File: src/rtl/down_counter_pkg.sv
// Shared constants for the down counter block.
package down_counter_pkg;

  // Counter width used when the instantiating code does not override it.
  localparam int DEFAULT_WIDTH = 4;

  // Legal width range for the counter.
  localparam int MIN_WIDTH = 1;
  localparam int MAX_WIDTH = 32;

endpackage : down_counter_pkg

File: src/rtl/down_counter.sv
// Free-running binary down counter.
// The count drops by one on every rising clock edge and wraps from zero
// to all-ones, so one full sequence lasts 2**WIDTH edges. An asynchronous
// active-high reset loads RESET_VALUE. That reset overrides the clock, even
// on the same edge. The output comes straight from the state register.
module down_counter
  import down_counter_pkg::*;
#(
  parameter int               WIDTH       = DEFAULT_WIDTH,
  parameter logic [WIDTH-1:0] RESET_VALUE = {WIDTH{1'b1}}
) (
  input  logic             clk,
  input  logic             reset,
  output logic [WIDTH-1:0] counter
);

  // Wrap target after zero. It is all-ones no matter what RESET_VALUE is.
  localparam logic [WIDTH-1:0] MAX_COUNT = {WIDTH{1'b1}};
  localparam logic [WIDTH-1:0] ZERO      = {WIDTH{1'b0}};
  localparam logic [WIDTH-1:0] ONE       = {{(WIDTH-1){1'b0}}, 1'b1};

  // Count state: reset loads RESET_VALUE; otherwise decrement with wrap to MAX_COUNT.
  always_ff @(posedge clk or posedge reset) begin
    if (reset) begin
      counter <= RESET_VALUE;
    end else if (counter == ZERO) begin
      counter <= MAX_COUNT;
    end else begin
      counter <= counter - ONE;
    end
  end

endmodule : down_counter

File: config.mk
export PLATFORM = sky130hd
export DESIGN_NAME = down_counter
export DESIGN_NICKNAME = d
export VERILOG_FILES = /design/src/rtl/down_counter_pkg.sv /design/src/rtl/down_counter.sv
export SDC_FILE = /design/constraint.sdc
export NUM_CORES = 1
export LEC_CHECK = 0
export ABC_CLOCK_PERIOD_IN_PS = 1650
export CAP_MARGIN = 10
export CORE_AREA = 5 5 42 44
export DETAILED_ROUTE_END_ITERATION = 16
export DIE_AREA = 0 0 47 49
export GPL_ROUTABILITY_DRIVEN = 1
export HOLD_SLACK_MARGIN = 0.05
export PLACE_DENSITY_LB_ADDON = 0.08
export SYNTH_ARGS = -nofsm -noshare
export SYNTH_HDL_FRONTEND = slang
export SYNTH_SLANG_ARGS = --single-unit
File: constraint.sdc
create_clock -name clk -period 1.65 [get_ports clk]
set_input_delay 0.2475 -clock clk [delete_from_list [all_inputs] [get_ports clk]]
set_output_delay 0.2475 -clock clk [all_outputs]
set_load 0.05 [all_outputs]
==> flow_metrics.env <==
export IMPL_synth_common_cells="4 x dfstp_2, 4 x inv_1"
export IMPL_cts_sinks=4
export IMPL_rsz0062_at_grt="false"
export IMPL_syn_inst=16
export IMPL_yosys_area_top_type="dfstp_2"
export IMPL_slew_headroom_pct=88.8
export IMPL_grt_pass1_vias=145
export IMPL_synth_nets=19
export IMPL_max_cap_violations=0
export IMPL_drt_iter0_drc=0
export IMPL_drt_wl_total_um=356
export IMPL_vias_per_cell=3.33
export IMPL_tightest_slew_ns=0.168
export IMPL_post_route_min_period_ns=1.27
export IMPL_syn2layout_area_growth_pct=71.6
export IMPL_ys_flop_type="dfstp_2"
export IMPL_status="finished clean"
export IMPL_ctsLongestPathBuffers=2
export IMPL_synth_area_um2=185
export IMPL_globalRouteMet1Util_pct=4.66
export IMPL_insertion_delay_ns=0.23
export IMPL_wire_per_inst_um=8.90
export IMPL_grtUsageMet2_pct=4.52
export IMPL_syn_avg_cell_area_um2=11.6
export IMPL_rows=14
export IMPL_synthArstFlopShare_pct=100
export IMPL_largestRegisters="counter: 4 flops"
export IMPL_setup_tns_ns=0
export IMPL_post_route_util_pct=22.7
export IMPL_yosysUniqueCellTypes=10
export IMPL_grt_pass1_wl_um=593
export IMPL_clock_fmax_mhz=785
export IMPL_p_per_area_nw_per_um2=704
export IMPL_n_antenna_cell=0
export IMPL_synth_top_cells_by_area="dfstp_2 57%, inv_1 8.1%, ha_1 6.8%"
export IMPL_hold_viol_final=0
export IMPL_dieArea_um2=2300
export IMPL_crit_path_max_fanout=5
export IMPL_grt_antenna_before_repair=0
export IMPL_nNetsFinal=29
export IMPL_ir_drop_mv=0.175
export IMPL_die_w_um=47
export IMPL_largest_reg_flops=4
export IMPL_final_setup_skew_ns=0.00519
export IMPL_grt_util_met3_pct=2.21
export IMPL_overflow=0
export IMPL_cts_resized=0
export IMPL_grt_max_degree=6
export IMPL_netlist_area_leader_share_pct=56.8
export IMPL_endpoint_kind="flop"
export IMPL_drive_gt1_share_pct=50.0
export IMPL_drtPass1Iterations=1
export IMPL_hold_path_class="in2async"
export IMPL_hold_slack_ns=0.413
export IMPL_fillers=161
export IMPL_io_buffers=5
export IMPL_numCtsBuffers=3
export IMPL_critPathLaunchType="flop"
export IMPL_globalplace_congestion=0.654
export IMPL_coreArea_um2=1400
export IMPL_post_route_period_util_pct=77.2
export IMPL_post_route_drc_count=0
export IMPL_cts_root_buffer_cell="clkbuf_4"
export IMPL_power_leakage_nw=0.154
export IMPL_io_pins=6
export IMPL_ant_nets=0
export IMPL_dp_cells=37
export IMPL_synth_seq_cells=4
export IMPL_yosysSeqAreaShare_pct=56.8
export IMPL_fin_cells=40
export IMPL_largest_register="counter"
export IMPL_cts_setup_buffers=0
export IMPL_hold_buffers=0
export IMPL_grt_usage_pct=3.95
export IMPL_required_ns=1.80
export IMPL_synth_edf_count=0
export IMPL_vias=133
export IMPL_yosys_warnings=0
export IMPL_cp_arrival_ns=1.42
export IMPL_cts_tree="yes"
export IMPL_drv_slew=0
export IMPL_initial_core_util_pct=13.2
export IMPL_dieHeight_um=49
export IMPL_setup_viol=0
export IMPL_busiest_layer="met1"
export IMPL_clk_pin_slew_worst_paths_ns=0.04
export IMPL_htree_levels=1
export IMPL_path_class="reg2reg"
==> cell families (layout without fill, tap and decap cells) <==
logic type	after synthesis	in the layout	synth area share, %
AOI/OAI and AO/OA	2	2	8.11
xor gates and xnor gates	1	1	4.73
adders and majority gates	1	1	6.76
buffers and inverters	4	12	8.11
DFF	4	4	56.8
and+or+nand+nor	4	4	15.5
==> power by group <==
| group | internal, mW | switching (mW) | total (mW) |
|---|---|---|---|
| Combinational | 0.00221 | 0.00221 | 0.00443 |
| Clock | 0.0813 | 0.0391 | 0.120 |
| Sequential | 0.0990 | 0 | 0.0990 |
| Total | 0.183 | 0.0413 | 0.224 |
==> cell usage in the layout, fill, tap and decap left out <==
cell             n
o21ai_0          1
or2b_2           1
clkbuf_4         3
xor2_1           1
dfstp_2          4
ha_1             1
inv_1            4
nor2_1           1
nand2b_1         1
o311a_1          1
buf_12           4
or4b_1           1
clkdlybuf4s50_1  1
==> metal layers <==
| metal | vias up | wire length (um) |
|---|---|---|
| met4 | 0 | 0 |
| met3 | 0 | 31 |
| met2 | 4 | 167 |
| li1 | 67 | - |
| met1 | 62 | 157 |
| met5 | - | 0 |
==> per-stage QoR <==
stage          instance area [um^2]  worst slack (ns)  power [mW]
6_report                        318             0.377       0.224
5_1_grt                         318             0.329       0.241
4_1_cts                         318             0.364       0.230
3_3_place_gp                    295             0.377       0.104
2_1_floorplan                   185             0.256       0.102
3_5_place_dp                    295             0.373       0.105
==> final cells by class <==
| cell class | count | area, um^2 | share of cell area [%] |
|---|---|---|---|
| Clock buffer | 3 | 22.5 | 7.09 |
| Sequential cell | 4 | 105 | 33.1 |
| Tap cell | 16 | 20.0 | 6.30 |
| Multi-Input combinational cell | 8 | 65.1 | 20.5 |
| Inverter | 4 | 15.0 | 4.72 |
| Timing Repair Buffer | 5 | 90.1 | 28.3 |
==> final timing paths <==
| kind | startpoint | end | slack (ns) | cells past startpoint |
|---|---|---|---|---|
| setup / recovery | counter[0] | counter[3] | 0.38 | 3 |
| hold / removal | reset | counter[0] | 0.41 | 2 |
| hold reg to reg | counter[0] | counter[0] | 0.50 | 1 |
| setup reg to reg | counter[0] | counter[3] | 0.38 | 3 |
| max in group asynchronous | reset | counter[3] | 1.21 | 2 |
| min in group clk | counter[0] | counter[0] | 0.50 | 1 |
==> worst max-delay path, cell delays in order (launching register included) <==
cell and delay, ns:
dfstp_2 0.57, inv_1 0.05, ha_1 0.23, o311a_1 0.33
No activity file was read; power rests on OpenSTA's default activity.
